[config.mk]
export PLATFORM = sky130hd
export DESIGN_NAME = spi_slave_ctrl
export DESIGN_NICKNAME = d
export VERILOG_FILES = /design/src/rtl/spi_slave_ctrl.sv
export SDC_FILE = /design/constraint.sdc
export NUM_CORES = 1
export LEC_CHECK = 0
export CORE_UTILIZATION = 55
export CTS_BUF_LIST = sky130_fd_sc_hd__clkbuf_4
export CTS_CLUSTER_DIAMETER = 30
export DETAILED_ROUTE_END_ITERATION = 12
export PLACE_DENSITY = 0.87
export REMOVE_ABC_BUFFERS = 1
export SLEW_MARGIN = 25
export SYNTH_ARGS = -nofsm -noshare
export SYNTH_HDL_FRONTEND = slang
export SYNTH_SLANG_ARGS = --single-unit
[constraint.sdc]
create_clock -name clk_SPI -period 1.8 [get_ports clk_SPI]
set_input_delay 0.36 -clock clk_SPI [delete_from_list [all_inputs] [get_ports clk_SPI]]
set_output_delay 0.36 -clock clk_SPI [all_outputs]
set_load 0.005 [all_outputs]
[src/rtl/spi_slave_ctrl.sv]
`default_nettype none
// +--------------------------------------------------------------------------+
// | Module      : spi_slave_ctrl                                             |
// | Description : SPI slave front-end. Assembles 10-bit command/payload      |
// |               frames from MOSI and serialises RAM read data on MISO.     |
// | Revision    : 1.0 - initial release                                      |
// +--------------------------------------------------------------------------+
module spi_slave_ctrl #(
    parameter int FRAME_W = 10,
    parameter int DATA_W  = 8
) (
    input  logic               clk_SPI,
    input  logic               rst_n_SPI,
    input  logic               SS_n,
    input  logic               MOSI,
    output logic               MISO,
    output logic [FRAME_W-1:0] rx_data,
    output logic               rx_valid,
    input  logic [DATA_W-1:0]  tx_data,
    input  logic               tx_valid
);

    localparam int CNT_W = $clog2(FRAME_W + 1);
    localparam int TXC_W = $clog2(DATA_W + 1);

    localparam logic [2:0] c_IDLE      = 3'd0;
    localparam logic [2:0] c_CHK_CMD   = 3'd1;
    localparam logic [2:0] c_WRITE     = 3'd2;
    localparam logic [2:0] c_READ_ADD  = 3'd3;
    localparam logic [2:0] c_READ_DATA = 3'd4;

    localparam logic [CNT_W-1:0] c_FRAME_LAST = CNT_W'(FRAME_W - 1);
    localparam logic [CNT_W-1:0] c_FRAME_FULL = CNT_W'(FRAME_W);
    localparam logic [TXC_W-1:0] c_TX_FULL    = TXC_W'(DATA_W);

    logic [2:0]         r_state;
    logic [CNT_W-1:0]   r_cnt;
    logic [FRAME_W-1:0] r_shift;
    logic               r_rd_seen;
    logic [DATA_W-1:0]  r_tx_sr;
    logic [TXC_W-1:0]   r_tx_cnt;
    logic               r_tx_act;
    logic               r_tx_done;

    logic w_rx_state;
    logic w_sample;
    logic w_last;
    logic w_wait;

    // Receive phase is active until the frame counter reaches FRAME_W; the
    // read-data wait phase follows only once the whole frame is in.
    assign w_rx_state = (r_state == c_WRITE) || (r_state == c_READ_ADD) ||
                        (r_state == c_READ_DATA);
    assign w_sample   = !SS_n && w_rx_state && (r_cnt < c_FRAME_FULL);
    assign w_last     = w_sample && (r_cnt == c_FRAME_LAST);
    assign w_wait     = !SS_n && (r_state == c_READ_DATA) &&
                        (r_cnt == c_FRAME_FULL) && !r_tx_act && !r_tx_done;

    // Frame FSM: command decode, MOSI shift-in and the one-cycle rx strobe.
    always_ff @(posedge clk_SPI or negedge rst_n_SPI) begin
        if (!rst_n_SPI) begin
            r_state  <= c_IDLE;
            r_cnt    <= '0;
            r_shift  <= '0;
            rx_data  <= '0;
            rx_valid <= 1'b0;
        end else begin
            rx_valid <= 1'b0;
            if (SS_n) begin
                // Deselect discards any partial frame.
                r_state <= c_IDLE;
                r_cnt   <= '0;
            end else begin
                case (r_state)
                    c_IDLE: begin
                        r_state <= c_CHK_CMD;
                    end
                    c_CHK_CMD: begin
                        r_shift <= {{(FRAME_W-1){1'b0}}, MOSI};
                        r_cnt   <= CNT_W'(1);
                        if (!MOSI) begin
                            r_state <= c_WRITE;
                        end else if (r_rd_seen) begin
                            r_state <= c_READ_DATA;
                        end else begin
                            r_state <= c_READ_ADD;
                        end
                    end
                    c_WRITE, c_READ_ADD, c_READ_DATA: begin
                        if (w_sample) begin
                            r_shift <= {r_shift[FRAME_W-2:0], MOSI};
                            r_cnt   <= r_cnt + 1'b1;
                            if (w_last) begin
                                rx_data  <= {r_shift[FRAME_W-2:0], MOSI};
                                rx_valid <= 1'b1;
                            end
                        end
                    end
                    default: begin
                        r_state <= c_IDLE;
                    end
                endcase
            end
        end
    end

    // Read path: track the address-seen flag, latch tx_data once, and shift
    // it out MSB first; the MSB appears in the cycle right after the latch.
    always_ff @(posedge clk_SPI or negedge rst_n_SPI) begin
        if (!rst_n_SPI) begin
            MISO      <= 1'b0;
            r_rd_seen <= 1'b0;
            r_tx_sr   <= '0;
            r_tx_cnt  <= '0;
            r_tx_act  <= 1'b0;
            r_tx_done <= 1'b0;
        end else if (SS_n) begin
            // An aborted transmit keeps r_rd_seen so the read can be retried.
            MISO      <= 1'b0;
            r_tx_cnt  <= '0;
            r_tx_act  <= 1'b0;
            r_tx_done <= 1'b0;
        end else begin
            if (w_last && (r_state == c_READ_ADD)) begin
                r_rd_seen <= 1'b1;
            end
            if (w_wait && tx_valid) begin
                MISO     <= tx_data[DATA_W-1];
                r_tx_sr  <= {tx_data[DATA_W-2:0], 1'b0};
                r_tx_cnt <= TXC_W'(1);
                r_tx_act <= 1'b1;
            end else if (r_tx_act) begin
                if (r_tx_cnt == c_TX_FULL) begin
                    MISO      <= 1'b0;
                    r_tx_act  <= 1'b0;
                    r_tx_done <= 1'b1;
                    r_rd_seen <= 1'b0;
                end else begin
                    MISO     <= r_tx_sr[DATA_W-1];
                    r_tx_sr  <= {r_tx_sr[DATA_W-2:0], 1'b0};
                    r_tx_cnt <= r_tx_cnt + 1'b1;
                end
            end
        end
    end

endmodule
`default_nettype wire

==> results of run 1 <==
[layout by cell type (no fill, tap or decap), types with 3 or more instances in the layout]
cell type / instances
sky130_fd_sc_hd__a21o_1: 8
sky130_fd_sc_hd__inv_1: 10
sky130_fd_sc_hd__nand2_1: 3
sky130_fd_sc_hd__buf_4: 10
sky130_fd_sc_hd__ha_1: 5
sky130_fd_sc_hd__xor2_1: 3
sky130_fd_sc_hd__mux2_2: 10
sky130_fd_sc_hd__nor3_1: 9
sky130_fd_sc_hd__clkdlybuf4s50_1: 23
sky130_fd_sc_hd__nor2_1: 4
sky130_fd_sc_hd__a21oi_1: 6
sky130_fd_sc_hd__a22o_1: 15
sky130_fd_sc_hd__dfrtp_1: 42
sky130_fd_sc_hd__clkbuf_4: 5
[cell type report]
cell class                 count  area (um2)  area share [%]
clock buffer                   5        37.5            1.64
clock inverter                 1        3.75           0.164
inverter                      10        37.5            1.64
multi-input combinational     95         763            33.3
sequential                    42        1050            45.9
tap                           46        57.6            2.51
timing repair buffer          36         340            14.9
[report_power, final]
part,switching [W],total [W],internal (W)
sequential,0.0000366,0.00101,0.000978
combinational,0.0000743,0.000156,0.0000819
clock,0.000283,0.000417,0.000134
[state kept, by name (all words and copies together) (netlist names), 3 cells and up]
register	flops
r_tx_cnt	4
r_tx_sr	7
rx_data	10
r_shift	9
r_state	3
r_cnt	4
[repair_timing]
| action | CTS | global route |
|---|---|---|
| hold endpoints to repair | 18 | 0 |
| hold buffers | 1 | 0 |
| gates resized for setup | 0 | 1 |
| setup endpoints to repair | 0 | 1 |
[stage by stage]
stage	hold slack, ns	area, um2
final	0.477	2290
after global routing	0.510	2290
after CTS	0.484	2290
after detailed placement	0.328	2240
after global placement	0.323	2240
after floorplan	0.0644	1850
[cells by family (layout without fill, tap and decap cells)]
group	count (synthesis)	in the layout	share of synthesized area (%)
compound gates	41	41	16.9
simple gates	33	33	10.7
buf+inv	17	52	4.86
xor+xnor	4	4	1.84
fa+ha+maj	5	5	3.28
flops	42	42	55.2
mux	12	12	7.22
[critical path: stages, from the launching register on]
cell	delay, ns
sky130_fd_sc_hd__dfrtp_1	0.49
sky130_fd_sc_hd__nor3b_4	0.36
sky130_fd_sc_hd__o21ai_2	0.15
sky130_fd_sc_hd__a21o_1	0.22
sky130_fd_sc_hd__buf_4	0.15
sky130_fd_sc_hd__a22o_1	0.18
[final timing paths]
kind                              endpoint  slack, ns  cells after the start  startpoint
worst max-delay path            r_shift[8]       0.14                      5  r_state[1]
worst min-delay path              rx_valid       0.48                      2   rst_n_SPI
worst max register to register  r_shift[8]       0.14                      5  r_state[1]
worst min register to register  r_tx_sr[4]       0.51                      1  r_tx_sr[4]
max in group asynchronous       rx_data[5]       0.85                      3   rst_n_SPI
min in group clk_SPI            r_tx_sr[4]       0.51                      1  r_tx_sr[4]
[metal layers]
layer  GRT usage, %  wire length, um  vias up
met5              0                0        -
met4           13.3               83        0
met3           4.90              115       10
met2           36.9             1760       28
met1           29.8             1640      674
li1               -                -      628
==> out/summary.txt, run 1 <==
SETUP PATH
---------------------------------------------------------------------------------
Required time reported for the critical path endpoint                     2.04 ns
Crit Path Class                                                        reg -> reg
CP Launch Type                                                          flip-flop
Arrival time of the worst setup path                                      1.90 ns
Crit. End Element                                                       flip-flop
Maximum fanout along the worst path                                             8

LAYOUT
---------------------------------------------------------------------------------
Share of post-route cells with drive strength above 1                       18.0%
P&R area growth vs syn                                                      20.2%
Final standard cell utilization of the core                                 68.7%
Non-filler cells, final                                                       235
Fill cells                                                                    260
Post-layout net count                                                         208
Count of inserted antenna diode cells                                           0

GLOBAL ROUTE
---------------------------------------------------------------------------------
Global-route usage over all layers                                          23.3%
Global-route wire length before repair                                    6110 um
Vias in the first global route                                              1,374
Initial antenna violation count                                                 0
Pin count of the biggest net entering global routing                           25
Overflow left after global routing                                              0

TIMING
---------------------------------------------------------------------------------
Worst rel slew slack                                                        70.3%
Final sum of negative setup slack                                            0 ns
Clock period minus final worst setup slack                                1.66 ns
Number of max-slew violations in the final report                               0
Post-layout worst setup margin                                           0.143 ns
Fraction of the cycle the final worst path needs                            92.1%
Unrepaired setup endpoints after global routing                                no
Setup violation total in the final timing report                                0
Least-Margin Pin Slew                                                    0.445 ns
Final Hold Viols                                                                0
Highest attainable clock frequency                                        603 MHz
Worst setup skew after layout                                          0.00167 ns

SYNTHESIS
---------------------------------------------------------------------------------
Average size of a mapped cell                                            12.4 um2
Cell count after synthesis                                                    154
Sequential share of the synthesized area                                    55.2%
Most common library cells after synthesis                            sky130_fd_sc_hd__dfrtp_1 (42), sky130_fd_sc_hd__a22o_1 (15), sky130_fd_sc_hd__inv_1 (10), sky130_fd_sc_hd__mux2_2 (10), sky130_fd_sc_hd__nor3_1 (9)
Register bit count reported by yosys                                           42
Most used DFF post-synth                                             sky130_fd_sc_hd__dfrtp_1
Yosys top cell by area                                               sky130_fd_sc_hd__dfrtp_1
Number of flops mapped to enable cells by yosys                                 0
Synth cell types                                                               44
Leading post-synthesis cells by cell area                            sky130_fd_sc_hd__dfrtp_1 (55%), sky130_fd_sc_hd__a22o_1 (6.9%), sky130_fd_sc_hd__mux2_2 (5.9%)
Fraction of synthesized cell area taken by the top area cell type           55.2%
Asr flop ratio synth                                                         100%
Cell area after technology mapping                                    0.00191 mm2
Yosys warnings                                                                  0
Top-count cell post-synth                                            sky130_fd_sc_hd__dfrtp_1

ROUTING
---------------------------------------------------------------------------------
Drt first-iter violations                                                      42
Post-route DRC violation count                                                  0
Wire length per cell                                                      15.3 um
Antenna-violating nets left                                                     0
Total iterations of the first detailed-routing run                              4
Via total after detailed routing                                            1,340
Total routed wirelength                                                   3600 um
Via count normalized by instance count                                       5.70

CTS
---------------------------------------------------------------------------------
TritonCTS clock tree                                                         done
Clock tree root driver cell                                          sky130_fd_sc_hd__clkbuf_4
Clock latency of the later-clocked register in the worst-skew pair        0.35 ns
Max clock buf depth                                                             2
Count of buffers added by post-CTS timing repair for setup                      0
Clock transition at the registers of the reported paths                   0.11 ns
Num CTS Buffers                                                                 5
Number of levels in the clock H-tree                                            2
CTS sink count                                                                 42

PWR
---------------------------------------------------------------------------------
Worst-case vdd ir drop                                                   0.434 mV
Overall power after layout                                              0.00159 W
Ratio of total power to cell area                                      693 mW/mm2
Leakage                                                                   1.14 nW

RUN STATUS
---------------------------------------------------------------------------------
Status                                                               complete, no violations

PLACEMENT
---------------------------------------------------------------------------------
Pre-CTS setup slack                                                     -0.100 ns
Number of buffers inserted by port buffering                                   24
Routability Congestion                                                      0.792
Number of cells after detailed placement                                      228
Half-perimeter wire length of the detailed placement result               2600 um

FLOORPLAN
---------------------------------------------------------------------------------
Die X-Extent                                                              60.9 um
Die outline area                                                      0.00370 mm2
Chip height                                                               60.9 um
Count of standard-cell rows                                                    21
Placeable core region                                                 0.00334 mm2
Effective utilization at floorplan                                          57.1%
Io pins                                                                        25

JOB
---------------------------------------------------------------------------------
Count of maximum capacitance violations                                         0

WORST HOLD PATH
---------------------------------------------------------------------------------
Path type of the worst min-delay path                                 in -> async

Note: power is estimated with default switching activity, not from simulation.
==> run 2: changes to the inputs <==
--- a/config.mk
+++ b/config.mk
@@ -5,12 +5,13 @@
 export SDC_FILE = /design/constraint.sdc
 export NUM_CORES = 1
 export LEC_CHECK = 0
-export CORE_UTILIZATION = 55
+export CORE_UTILIZATION = 50
 export CTS_BUF_LIST = sky130_fd_sc_hd__clkbuf_4
 export CTS_CLUSTER_DIAMETER = 30
 export DETAILED_ROUTE_END_ITERATION = 12
-export PLACE_DENSITY = 0.87
+export PLACE_DENSITY = 0.8
 export REMOVE_ABC_BUFFERS = 1
+export SKIP_LAST_GASP = 1
 export SLEW_MARGIN = 25
 export SYNTH_ARGS = -nofsm -noshare
 export SYNTH_HDL_FRONTEND = slang
==> out/summary.txt, run 2 (synthesis results as in run 1) <==
TIMING
----------------------------------------------------------------------------------------
Unrepaired setup endpoints after global routing                                       no
Post-layout worst setup margin                                                  0.141 ns   -0.00148 ns
Number of max-slew violations in the final report                                      0   unchanged
Final Hold Viols                                                                       0   unchanged
Fraction of the cycle the final worst path needs                                   92.1%   about the same
Worst rel slew slack                                                               65.3%   -5.0 points
Least-Margin Pin Slew                                                           0.520 ns   +0.0747 ns
Highest attainable clock frequency                                               603 MHz   about the same
Setup violation total in the final timing report                                       0   unchanged
Worst setup skew after layout                                                  0.0132 ns   +0.0116 ns
Clock period minus final worst setup slack                                       1.66 ns   +0.00148 ns

CTS
----------------------------------------------------------------------------------------
Max clock buf depth                                                                    2   unchanged
Hold bufs inserted after CTS                                                           0   -1
Num CTS Buffers                                                                        5   unchanged
Post-cts repair resize count                                                           0   unchanged
CTS sink count                                                                        42   unchanged
Clock tree root driver cell                                                 sky130_fd_sc_hd__clkbuf_4
Clock latency of the later-clocked register in the worst-skew pair               0.35 ns   about the same
Number of levels in the clock H-tree                                                   2   unchanged
Count of buffers added by post-CTS timing repair for setup                             0   unchanged
Clock transition at the registers of the reported paths                          0.12 ns   about the same
TritonCTS clock tree                                                                done

LAYOUT
----------------------------------------------------------------------------------------
P&R area growth vs syn                                                             19.1%
Most common cell after layout, fill and taps aside                          sky130_fd_sc_hd__dfrtp_1
Leading cell types in the layout, fill and taps excluded                    sky130_fd_sc_hd__dfrtp_1 (41), sky130_fd_sc_hd__clkdlybuf4s50_1 (23), sky130_fd_sc_hd__a22o_1 (15)
Max FFs per register                                                                  10   unchanged
Count of inserted antenna diode cells                                                  0   unchanged
Registers with the highest flip-flop counts                                 rx_data x10, r_shift x9, r_tx_sr x7
Final standard cell utilization of the core                                        62.0%   -6.7 points
Post-layout net count                                                                206   -0.96%
Register bank with the most flops                                                rx_data
Share of post-route cells with drive strength above 1                              18.6%   +0.63 points

SETUP PATH
----------------------------------------------------------------------------------------
Category of cells accounting for the largest share of critical-path delay   simple AND/OR/NAND/NOR gates
Standard cell with the maximum stage delay on the critical path             sky130_fd_sc_hd__dfrtp_1
Required time reported for the critical path endpoint                            2.05 ns   about the same
Number of buffer and inverter instances along the worst setup path                     1   unchanged
Arrival time of the worst setup path                                             1.91 ns   about the same
Cell Chain, Critical Path                                                   nand2b_1 -> or2_1 -> a21o_1 -> buf_4 -> a22o_1
Crit path largest cell delay                                                     0.49 ns   about the same
Crit Path Class                                                               reg -> reg
Maximum fanout along the worst path                                                    8   unchanged
Crit. End Element                                                              flip-flop
CP Launch Type                                                                 flip-flop

PWR
----------------------------------------------------------------------------------------
Fraction of power consumed by the clock network                                    27.2%   +1.0 points
Worst-case vdd ir drop                                                          0.484 mV   +11%
Ratio of total power to cell area                                             704 mW/mm2   +1.6%
Switching power total                                                         0.000404 W   +2.5%
Cell-internal power                                                            0.00119 W   about the same
Sequential fraction of design power                                                63.5%   -0.4 points
Switching Fraction                                                                 25.3%   +0.47 points
Combinational group share of total power                                            9.3%   -0.5 points
Overall power after layout                                                     0.00160 W   +0.61%
Leakage                                                                          1.13 nW   -0.82%

GLOBAL ROUTE
----------------------------------------------------------------------------------------
Pin count of the biggest net entering global routing                                  43   +72%
Overflow left after global routing                                                     0   unchanged
Vias in the first global route                                                     1,374   unchanged
Global-route wire length before repair                                           6110 um   -0.11%
Global-route usage over all layers                                                 19.9%   -3.4 points
Initial antenna violation count                                                        0   unchanged

FLOORPLAN
----------------------------------------------------------------------------------------
Die X-Extent                                                                     63.7 um   +4.7%
Io pins                                                                               25   unchanged
Count of standard-cell rows                                                           22   +4.8%
Effective utilization at floorplan                                                 52.1%   -5.1 points
Chip height                                                                      63.7 um   +4.7%
Die outline area                                                             0.00406 mm2   +9.7%
Placeable core region                                                        0.00366 mm2   +9.7%

PLACEMENT
----------------------------------------------------------------------------------------
Half-perimeter wire length of the detailed placement result                      2490 um   -4.1%
Number of buffers inserted by port buffering                                          24   unchanged
Pre-CTS setup slack                                                            -0.120 ns   -0.0200 ns
Routability Congestion                                                             0.859   +8.5%

RUN STATUS
----------------------------------------------------------------------------------------
Status                                                                      complete, no violations

ROUTING
----------------------------------------------------------------------------------------
Post-route DRC violation count                                                         0   unchanged
Total routed wirelength                                                          3500 um   -2.9%
Drt first-iter violations                                                             64   +52%
Antenna-violating nets left                                                            0   unchanged
Total iterations of the first detailed-routing run                                     4   unchanged
Via total after detailed routing                                                   1,320   -1.5%
Via count normalized by instance count                                              5.59   -1.9%
Wire length per cell                                                             14.8 um   -3.3%

WORST HOLD PATH
----------------------------------------------------------------------------------------
Path type of the worst min-delay path                                        in -> async

JOB
----------------------------------------------------------------------------------------
Count of maximum capacitance violations                                                0   unchanged

run 2: cell count changes in the layout (fill, tap and decap cells not counted):
cell / before / now
sky130_fd_sc_hd__clkinv_2: 0 / 2
sky130_fd_sc_hd__dfrtp_2: 0 / 1
sky130_fd_sc_hd__dfrtp_1: 42 / 41
sky130_fd_sc_hd__dlygate4sd3_1: 1 / 0
sky130_fd_sc_hd__and3_2: 1 / 0
sky130_fd_sc_hd__clkinv_1: 1 / 0
sky130_fd_sc_hd__buf_12: 1 / 0
sky130_fd_sc_hd__and3_1: 0 / 1
run 2: layer usage:
| layer | vias to the layer above | wire [um] | global-route usage [%] |
|---|---|---|---|
| met1 | 661 | 1620 | 26.3 |
| met3 | 7 | 122 | 5.54 |
| met4 | 0 | 72 | 7.10 |
| met2 | 28 | 1690 | 31.4 |
| li1 | 624 | - | - |
| met5 | - | 0 | 0 |
run 2: final cells by class:
cell class | count | area [um2]
flip-flops and latches | 42 | 1050
inverters | 10 | 37.5
well taps | 48 | 60.1
clock buffers | 5 | 37.5
clock inverters | 2 | 10.0
repair buffers | 34 | 310
multi-input cells | 95 | 762
fillers | 301 | 1390
run 2: final timing paths:
check / slack (ns) / from / end / depth (start not counted)
hold reg to reg: 0.49 / r_tx_sr[3] / r_tx_sr[3] / 1
hold / removal: 0.05 / rst_n_SPI / r_tx_done / 2
setup / recovery: 0.14 / r_state[1] / r_shift[8] / 5
setup reg to reg: 0.14 / r_state[1] / r_shift[8] / 5
min in group clk_SPI: 0.49 / r_tx_sr[3] / r_tx_sr[3] / 1
max in group asynchronous: 1.37 / rst_n_SPI / r_state[2] / 2
run 2: through the flow:
| stage | cells | hold slack [ns] | cell area, um2 | TNS (ns) |
|---|---|---|---|---|
| 6_report | 236 | 0.0494 | 2270 | 0 |
| 5_1_grt | 236 | 0.0845 | 2270 | 0 |
| 4_1_cts | 236 | 0.0684 | 2270 | 0 |
| 3_5_place_dp | 229 | 0.452 | 2220 | -1.37 |
| 3_3_place_gp | 229 | 0.448 | 2220 | -1.14 |
| 2_1_floorplan | 147 | 0.0644 | 1850 | 0 |
run 2: power by group through the flow:
stage / Sequential, W / Combinational, W / Clock [W]
finish: 0.00101 / 0.000148 / 0.000435
global route: 0.00102 / 0.000163 / 0.000490
CTS: 0.00101 / 0.000150 / 0.000444
detailed placement: 0.00103 / 0.000148 / 0
global placement: 0.00103 / 0.000144 / 0
floorplan: 0.00102 / 0.0000748 / 0
==> run 3: changes to the inputs <==
--- a/config.mk
+++ b/config.mk
@@ -5,8 +5,8 @@
 export SDC_FILE = /design/constraint.sdc
 export NUM_CORES = 1
 export LEC_CHECK = 0
+export CAP_MARGIN = 20
 export CORE_UTILIZATION = 50
-export CTS_BUF_LIST = sky130_fd_sc_hd__clkbuf_4
 export CTS_CLUSTER_DIAMETER = 30
 export DETAILED_ROUTE_END_ITERATION = 12
 export PLACE_DENSITY = 0.8
==> out/summary.txt, run 3 (synthesis results as in run 1) <==
RUN STATUS
---------------------------------------------------------------------------------
Status                                                               complete, no violations

TIMING
---------------------------------------------------------------------------------
Number of max-slew violations in the final report                               0   unchanged
Final Hold Viols                                                                0   unchanged
Least-Margin Pin Slew                                                    0.526 ns   +0.00574 ns
Worst-case hold slack                                                    0.128 ns   +0.0790 ns
Unrepaired setup endpoints after global routing                                no
Fraction of the cycle the final worst path needs                            92.7%   +0.59 points
Setup violation total in the final timing report                                0   unchanged
Worst setup skew after layout                                          0.00799 ns   -0.00526 ns
Post-layout worst setup margin                                           0.131 ns   -0.0106 ns
Highest attainable clock frequency                                        599 MHz   -0.64%
Final sum of negative setup slack                                            0 ns   unchanged
Worst rel slew slack                                                        64.9%   -0.38 points
Clock period minus final worst setup slack                                1.67 ns   +0.0106 ns

ROUTING
---------------------------------------------------------------------------------
Post-route DRC violation count                                                  0   unchanged
Wire length per cell                                                      14.9 um   +0.69%
Total iterations of the first detailed-routing run                              4   unchanged
Drt first-iter violations                                                      50   -22%
Total routed wirelength                                                   3530 um   +0.69%
Via count normalized by instance count                                       5.61   +0.38%
Antenna-violating nets left                                                     0   unchanged
Via total after detailed routing                                            1,325   +0.38%

SETUP PATH
---------------------------------------------------------------------------------
Crit. End Element                                                       flip-flop
Crit Path Class                                                        reg -> reg
Maximum fanout along the worst path                                             8   unchanged
CP Launch Type                                                          flip-flop
Arrival time of the worst setup path                                      1.85 ns   -0.06 ns
Required time reported for the critical path endpoint                     1.98 ns   -0.07 ns

LAYOUT
---------------------------------------------------------------------------------
Register bank with the most flops                                         rx_data
P&R area growth vs syn                                                      20.7%
Max FFs per register                                                           10   unchanged
Share of post-route cells with drive strength above 1                       18.6%   unchanged
Area of all placed cells without fillers                              0.00230 mm2   +1.4%
Count of inserted antenna diode cells                                           0   unchanged
Registers with the highest flip-flop counts                          rx_data x10, r_shift x9, r_tx_sr x7
Post-layout net count                                                         206   unchanged
Most common cell after layout, fill and taps aside                   sky130_fd_sc_hd__dfrtp_1
Non-filler cells, final                                                       236   unchanged
Leading cell types in the layout, fill and taps excluded             sky130_fd_sc_hd__dfrtp_1 (41), sky130_fd_sc_hd__clkdlybuf4s50_1 (23), sky130_fd_sc_hd__a22o_1 (15)

GLOBAL ROUTE
---------------------------------------------------------------------------------
Global-route usage over all layers                                          20.2%   +0.31 points
Initial antenna violation count                                                 0   unchanged
Overflow left after global routing                                              0   unchanged
Global-route wire length before repair                                    6220 um   +1.8%
Vias in the first global route                                              1,373   -0.073%
Pin count of the biggest net entering global routing                           43   unchanged

PLACEMENT
---------------------------------------------------------------------------------
Number of buffers inserted by port buffering                                   24   unchanged
Routability Congestion                                                      0.859   unchanged
Half-perimeter wire length of the detailed placement result               2490 um   unchanged
Pre-CTS setup slack                                                     -0.120 ns   unchanged
Number of cells after detailed placement                                      229   unchanged
Area post-placement                                                   0.00222 mm2   unchanged

FLOORPLAN
---------------------------------------------------------------------------------
Die outline area                                                      0.00406 mm2   unchanged
Die X-Extent                                                              63.7 um   unchanged
Chip height                                                               63.7 um   unchanged
Placeable core region                                                 0.00366 mm2   unchanged
Io pins                                                                        25   unchanged
Count of standard-cell rows                                                    22   unchanged
Effective utilization at floorplan                                          52.1%   unchanged

WORST HOLD PATH
---------------------------------------------------------------------------------
Path type of the worst min-delay path                                 in -> async

PWR
---------------------------------------------------------------------------------
Worst-case vdd ir drop                                                   0.548 mV   +13%
Leakage                                                                   1.15 nW   +1.1%
Ratio of total power to cell area                                      749 mW/mm2   +6.4%

CTS
---------------------------------------------------------------------------------
Num CTS Buffers                                                                 5   unchanged
TritonCTS clock tree                                                         done
Clock transition at the registers of the reported paths                   0.08 ns   -0.04 ns
CTS sink count                                                                 42   unchanged
Clock tree root driver cell                                          sky130_fd_sc_hd__clkbuf_8
Clock latency of the later-clocked register in the worst-skew pair        0.29 ns   -0.06 ns
Max clock buf depth                                                             2   unchanged
Number of levels in the clock H-tree                                            2   unchanged

JOB
---------------------------------------------------------------------------------
Count of maximum capacitance violations                                         0   unchanged

==> run 3: cell types whose count changed in the layout (fill, tap and decap cells not counted) <==
cell	previous run	this run
sky130_fd_sc_hd__clkbuf_4	5	0
sky130_fd_sc_hd__clkbuf_8	0	5
==> run 3: cell type report <==
| type | instances | area [um2] |
|---|---|---|
| Fill cell | 298 | 1360 |
| Clock buffer | 5 | 68.8 |
| Tap cell | 48 | 60.1 |
| Multi-Input combinational cell | 95 | 762 |
| Clock inverter | 2 | 10.0 |
| Timing Repair Buffer | 34 | 310 |
| Sequential cell | 42 | 1050 |
| Inverter | 10 | 37.5 |
==> run 3: path summary, 6_finish.rpt <==
kind | slack (ns) | to | depth (start not counted) | startpoint
setup / recovery | 0.13 | r_shift[8] | 5 | r_state[1]
hold / removal | 0.13 | r_tx_done | 2 | rst_n_SPI
setup reg to reg | 0.13 | r_shift[8] | 5 | r_state[1]
hold reg to reg | 0.48 | r_tx_sr[7] | 1 | r_tx_sr[7]
max in group asynchronous | 1.29 | r_state[2] | 2 | rst_n_SPI
min in group clk_SPI | 0.48 | r_tx_sr[7] | 1 | r_tx_sr[7]
==> run 3: where the power goes <==
group | total [W] | switching, W | internal, W | leakage [nW]
clock | 0.000560 | 0.000299 | 0.000260 | 0.0438
combinational | 0.000150 | 0.0000747 | 0.0000749 | 0.525
sequential | 0.00101 | 0.0000362 | 0.000978 | 0.577
total | 0.00172 | 0.000410 | 0.00131 | 1.15
==> run 3: what timing repair did <==
item / CTS / global route
setup buffers: 0 / 0
hold buffers: 0 / 0
resized for setup: 0 / 1
endpoints found under the setup margin: 0 / 4
==> run 3: per-layer routing <==
layer | vias up | track usage (%) | part of all wire, %
met2 | 16 | 31.9 | 49
met3 | 4 | 4.46 | 2.6
met4 | 0 | 8.52 | 1.4
li1 | 622 | - | -
met1 | 683 | 26.8 | 47
met5 | - | 0 | 0
==> run 3: worst max-delay path: stages, from the launching register on <==
cell                       delay (ns)
sky130_fd_sc_hd__dfrtp_1         0.47
sky130_fd_sc_hd__nand2b_1        0.25
sky130_fd_sc_hd__or2_1           0.27
sky130_fd_sc_hd__a21o_1          0.22
sky130_fd_sc_hd__buf_4           0.17
sky130_fd_sc_hd__a22o_1          0.18
==> run 3: stage by stage <==
step                power [W]  utilization (%)
finish                0.00172             62.9
detailed placement    0.00118             60.7
floorplan             0.00110                -
global placement      0.00117             60.7
global route          0.00180             62.9
CTS                   0.00174             62.8
==> edit 1: new RTL, settings of run 2 <==
Put one more register stage on the output `rx_data`, cleared by the reset. The value now appears one clock later. The other outputs are not delayed to match.
--- a/src/rtl/spi_slave_ctrl.sv
+++ b/src/rtl/spi_slave_ctrl.sv
@@ -33,6 +33,8 @@
     localparam logic [CNT_W-1:0] c_FRAME_FULL = CNT_W'(FRAME_W);
     localparam logic [TXC_W-1:0] c_TX_FULL    = TXC_W'(DATA_W);
 
+    logic [FRAME_W-1:0] rx_data_s0;
+
     logic [2:0]         r_state;
     logic [CNT_W-1:0]   r_cnt;
     logic [FRAME_W-1:0] r_shift;
@@ -62,7 +64,7 @@
             r_state  <= c_IDLE;
             r_cnt    <= '0;
             r_shift  <= '0;
-            rx_data  <= '0;
+            rx_data_s0 <= '0;
             rx_valid <= 1'b0;
         end else begin
             rx_valid <= 1'b0;
@@ -91,7 +93,7 @@
                             r_shift <= {r_shift[FRAME_W-2:0], MOSI};
                             r_cnt   <= r_cnt + 1'b1;
                             if (w_last) begin
-                                rx_data  <= {r_shift[FRAME_W-2:0], MOSI};
+                                rx_data_s0 <= {r_shift[FRAME_W-2:0], MOSI};
                                 rx_valid <= 1'b1;
                             end
                         end
@@ -144,6 +146,14 @@
         end
     end
 
+    always_ff @(posedge clk_SPI or negedge rst_n_SPI) begin
+        if (!rst_n_SPI) begin
+            rx_data <= '0;
+        end else begin
+            rx_data <= rx_data_s0;
+        end
+    end
+
 endmodule
 `default_nettype wire
 
Behaviour: same outputs for any inputs over 10 cycles, from zero or initial values and one cycle with rst_n_SPI low; that may be too few to reach the edited logic, so the function may still have changed.
==> edit 1 against run 2 <==
Power rose by 30%. First-iteration DRC count is 28% higher. Wire length grew 14%. Hold slack gained 0.34 ns. Die area grew 16%. Sequential power is 22% higher. Sequential cell count is 10 higher. Sequential share of layout area rose by 1.5 points. Clock skew down 0.0058 ns. Design area rose by 20%. Synthesized area grew 17%. Worst setup slack improved by 0.012 ns. Critical endpoint is now rx_data_s0[9]. Highest routed layer unchanged.
==> edit 1: results (changes against run 2) <==
stage;metric;value;unit;change
final_layout;fillCellCount;311;;was 301
power_and_ir_drop;power_frac_comb;8.5;%;was 9.3%
power_and_ir_drop;p_leak;1.303;nW;was 1.132 nW
logic_synthesis;yosysSeqAreaShare;58.43;%;was 55.15%
final_layout;drive_gt1_share;19.91;%;was 18.62%
final_layout;reg_top3;rx_data x10, rx_data_s0 x10, r_shift x9;;was rx_data x10, r_shift x9, r_tx_sr x7
clock_tree;htree_levels;2;;unchanged
placed_design;hpwlAfterDp;2871;um;was 2494 um
global_routing;grt_start_max_net_pins;53;;was 43
logic_synthesis;ys_types;46;;was 44
placed_design;place.gp.congestion;0.8789;;was 0.8591
drt;drt-total-wl;4008;um;was 3501 um
worst_setup_path;rr_worst_depth;4;;was 5
global_routing;grt_pass1_wl;6831;um;was 6106 um
global_routing;track_usage;20.13;%;was 19.89%
clock_tree;insertion_delay;0.37;ns;was 0.35 ns
global_routing;grt_pass1_vias;1439;;was 1,374
logic_synthesis;synthTopCellsByArea;dfrtp_1 (58%), mux2_4 (6.7%), a22o_1 (3.1%);;was dfrtp_1 (55%), a22o_1 (6.9%), mux2_2 (5.9%)
clock_tree;hold_buffers;1;;was 0
drt;initialDrtViolationCount;82;;was 64
final_layout;layout.nets;233;;was 206
worst_setup_path;r2r_start;r_state[1];;unchanged
clock_tree;clk_path_buf_depth;2;;unchanged
placed_design;post-place-ws;-0.1282;ns;was -0.1204 ns
status;status;finished, final reports clean;;unchanged
power_and_ir_drop;p_seq;1.23;mW;was 1.01 mW
worst_setup_path;r2r_end;rx_data_s0[9];;was r_shift[8]
timing;hold_ws;0.3937;ns;was 0.04942 ns
hold_path;hp-class;reg -> reg;;was in -> async
worst_setup_path;crit_family;flip-flops;;was simple AND/OR/NAND/NOR gates
worst_setup_path;crit_fanout;11;;was 8
timing;clock_skew;0.007435;ns;was 0.01325 ns
drt;viasPerCell;5.560;;was 5.593
power_and_ir_drop;worst_ir_drop_vdd;345.2;uV;was 483.5 uV
==> edit 1: metal layers <==
layer	wire [um]	vias up	part of all wire, %	GRT usage, %
met5	0	-	0	0
met3	130	7	3.2	5.428
met2	1877	35	47	31.99
li1	-	709	-	-
met4	72	0	1.8	6.378
met1	1928	728	48	26.85
==> edit 1: area by class of cell <==
class | count | area share [%]
flip-flops and latches | 52 | 47.82
multi-input cells | 106 | 31.22
repair buffers | 41 | 14.34
well taps | 50 | 2.299
clock buffers | 6 | 1.655
clock inverters | 2 | 1.425
inverters | 9 | 1.241
==> edit 1: worst max path at each step <==
stage | startpoint | to | slack, ns
final | r_state[1] | rx_data_s0[9] | 0.15
after floorplan | r_state[2] | r_rd_seen | -0.05
after global placement | SS_n | rx_data_s0[8] | -0.07
after global routing | r_cnt[0] | r_tx_sr[2] | 0.03
after CTS | r_state[1] | r_tx_sr[2] | 0.15
after detailed placement | SS_n | r_tx_sr[2] | -0.13
==> edit 1: cell families (layout without fill, tap and decap cells) <==
logic type / count (synthesis) / count (layout) / share of synthesized area [%]
AO/OA/AOI/OAI: 45 / 45 / 15.39
XOR/XNOR: 4 / 4 / 1.573
adder cells (fa/ha/maj): 5 / 5 / 2.809
buffers and inverters: 16 / 58 / 3.426
flip-flops: 52 / 52 / 58.43
multiplexers: 12 / 12 / 7.696
AND/OR/NAND/NOR: 40 / 40 / 10.67
==> edit 1: per-stage QoR <==
stage / power [mW] / instance area, um^2 / instances
final: 2.080 / 2721 / 266
after global routing: 2.159 / 2721 / 266
after CTS: 2.095 / 2721 / 266
after detailed placement: 1.422 / 2628 / 257
after global placement: 1.411 / 2628 / 257
after floorplan: 1.321 / 2185 / 167
==> edit 2: new RTL, flow settings as in run 2 <==
Made on the original files. `DATA_W`: 8 -> 4.
--- a/src/rtl/spi_slave_ctrl.sv
+++ b/src/rtl/spi_slave_ctrl.sv
@@ -7,7 +7,7 @@
 // +--------------------------------------------------------------------------+
 module spi_slave_ctrl #(
     parameter int FRAME_W = 10,
-    parameter int DATA_W  = 8
+    parameter int DATA_W  = 4
 ) (
     input  logic               clk_SPI,
     input  logic               rst_n_SPI,
Interface: changed (resized tx_data); port bits go from 25 to 21. The function was not compared with the original's and may differ.
==> edit 2 against run 2 <==
Design area decreased by 13%. Sequential cell count decreased by 5. Combinational power decreased by 11%. Final cell count decreased by 12%. Via count decreased by 13%. Clock skew decreased by 0.0012 ns. First-iteration DRC count decreased by 39%. Synthesized area decreased by 14%. Power decreased by 8.7%. Wire length decreased by 17%. Worst setup slack got worse by 0.025 ns. Sequential power decreased by 10%. Critical endpoint is now rx_data[6].
==> edit 2: results (changes against run 2) <==
stage;metric;value;unit;change
status;status;finished, final reports clean;;unchanged
worst_setup_path;cp_slowest_cell;dfrtp_1;;unchanged
drt;maxUsedRoutingLayer;met4;;unchanged
global_routing;use_met3;7.424;%;was 5.536%
worst_setup_path;rr_worst_depth;5;;unchanged
final_layout;reg_top3;rx_data x10, r_shift x9, r_cnt x4;;was rx_data x10, r_shift x9, r_tx_sr x7
worst_setup_path;crit_fanout;11;;was 8
hold_path;hp-class;in -> async;;unchanged
final_layout;drive_gt1_share;18.29;%;was 18.62%
placed_design;place.gp.congestion;0.7751;;was 0.8591
worst_setup_path;worstPathArrival;1.92;ns;
placed_design;port_buffers;20;;was 24
global_routing;grt_pass1_vias;1118;;was 1,374
global_routing;grt_pass1_wl;4905;um;was 6106 um
logic_synthesis;yosysSeqAreaShare;56.32;%;was 55.15%
power_and_ir_drop;worst_ir_drop_vdd;460.2;uV;was 483.5 uV
clock_tree;clk_path_buf_depth;2;;unchanged
global_routing;use_met2;30.98;%;was 31.38%
drt;m1WireLength;1358;um;was 1616 um
drt;initialDrtViolationCount;39;;was 64
drt;drt-total-wl;2916;um;was 3501 um
drt;wl_met3;88;um;was 122 um
clock_tree;cts.clk_slew.worst_paths;0.12;ns;about the same
timing;max_slew.worst_pin.slew;0.4512;ns;was 0.5201 ns
logic_synthesis;synthTopCellsByArea;dfrtp_1 (56%), mux2_2 (6.8%), a22o_1 (4.3%);;was dfrtp_1 (55%), a22o_1 (6.9%), mux2_2 (5.9%)
placed_design;hpwlAfterDp;2075;um;was 2494 um
worst_setup_path;critPathMaxStageDelay;0.49;ns;about the same
final_layout;n_antenna_cell;0;;unchanged
drt;firstDrtPassIters;4;;unchanged
global_routing;grt_start_max_net_pins;38;;was 43
clock_tree;htree_levels;2;;unchanged
worst_setup_path;r2r_end;rx_data[6];;was r_shift[8]
final_layout;layout.nets;177;;was 206
global_routing;grt_util_met1;23.76;%;was 26.25%
logic_synthesis;ys.warnings.count;0;;unchanged
clock_tree;insertion_delay;0.35;ns;about the same
worst_setup_path;critical_path_class;reg -> reg;;unchanged
logic_synthesis;postSynth.asyncResetShare;100.0;%;unchanged
timing;clock_skew;0.01207;ns;was 0.01325 ns
logic_synthesis;ys_types;39;;was 44
logic_synthesis;synth_commonest_cells;dfrtp_1 (37), mux2_2 (10), nand2_1 (9);;was dfrtp_1 (42), a22o_1 (15), inv_1 (10), mux2_2 (10), nor3_1 (9)
clock_tree;numCtsBuffers;5;;unchanged
drt;viasPerCell;5.490;;was 5.593
global_routing;track_usage;19.49;%;was 19.89%
global_routing;antenna_found_initial;0;;unchanged
power_and_ir_drop;p_leak;0.9680;nW;was 1.132 nW
worst_setup_path;ff2ff_setup_slack;0.12;ns;was 0.14 ns
drt;wl_met2;1423;um;was 1689 um
run;maxCapViolCount;0;;unchanged
clock_tree;clk_root_buffer_cell;clkbuf_4;;unchanged
edit 2: changes by cell type after synthesis, moves of 3 or more:
cell,delta
a31oi_1,+3
nor3_1,-3
dfrtp_1,-5
nand2_1,+6
inv_1,-4
a22o_1,-7
a21o_1,-6
edit 2: worst max-delay path: cells and delay by family, from the launching register on:
family	cells	cell delay, ns
buffers and inverters	1	0.14
flip-flops	1	0.49
AND/OR/NAND/NOR	3	0.61
multiplexers	1	0.33
edit 2: cell type report:
cell class              count  area (um^2)
clock buffers               5        37.54
inverters                   7        26.28
flip-flops and latches     37        925.9
multi-input cells          85        656.9
repair buffers             27        265.3
clock inverters             3        17.52
fillers                   251         1094
well taps                  44        55.05
edit 2: per-stage QoR:
| step | instance area, um^2 | power, mW | utilization [%] | setup WS [ns] | instances |
|---|---|---|---|---|---|
| after floorplan | 1607 | 0.9792 | - | 0.1755 | 129 |
| after global placement | 1919 | 1.043 | 62.36 | -0.07850 | 199 |
| after detailed placement | 1919 | 1.051 | 62.36 | -0.1423 | 199 |
| after CTS | 1974 | 1.482 | 64.15 | 0.08337 | 207 |
| after global routing | 1984 | 1.533 | 64.47 | 0.001203 | 208 |
| final | 1984 | 1.457 | 64.47 | 0.1161 | 208 |
edit 2: how the worst min path moves through the flow:
| stage | slack [ns] | cells past startpoint | startpoint | end |
|---|---|---|---|---|
| finish | 0.41 | 2 | rst_n_SPI | r_shift[8] |
| global route | 0.45 | 2 | rst_n_SPI | r_shift[3] |
| CTS | 0.41 | 2 | rst_n_SPI | r_state[1] |
| detailed placement | 0.49 | 2 | r_tx_sr[1] | r_tx_sr[1] |
| global placement | 0.47 | 2 | r_tx_sr[1] | r_tx_sr[1] |
| floorplan | 0.06 | 0 | rst_n_SPI | MISO |
edit 2: report_power, final:
part / internal (mW) / total, mW / switching [mW]
logic: 0.0645 / 0.131 / 0.0663
registers: 0.866 / 0.904 / 0.0382
clock network: 0.148 / 0.422 / 0.275
total: 1.08 / 1.46 / 0.379
edit 2: kinds of logic (layout without fill, tap and decap cells):
group / count (synthesis) / in the layout / share of synthesized area, %
multiplexers: 14 / 14 / 9.589
buffers and inverters: 11 / 42 / 3.881
AO/OA/AOI/OAI: 29 / 29 / 12.79
adder cells (fa/ha/maj): 5 / 5 / 3.805
AND/OR/NAND/NOR: 35 / 35 / 12.56
flip-flops: 37 / 37 / 56.32
XOR/XNOR: 2 / 2 / 1.066
edit 2: what timing repair did:
action / 4_1_cts / 5_1_grt
buffers inserted: 0 / 1
setup endpoints to repair: 0 / 9
resized for setup: 0 / 1
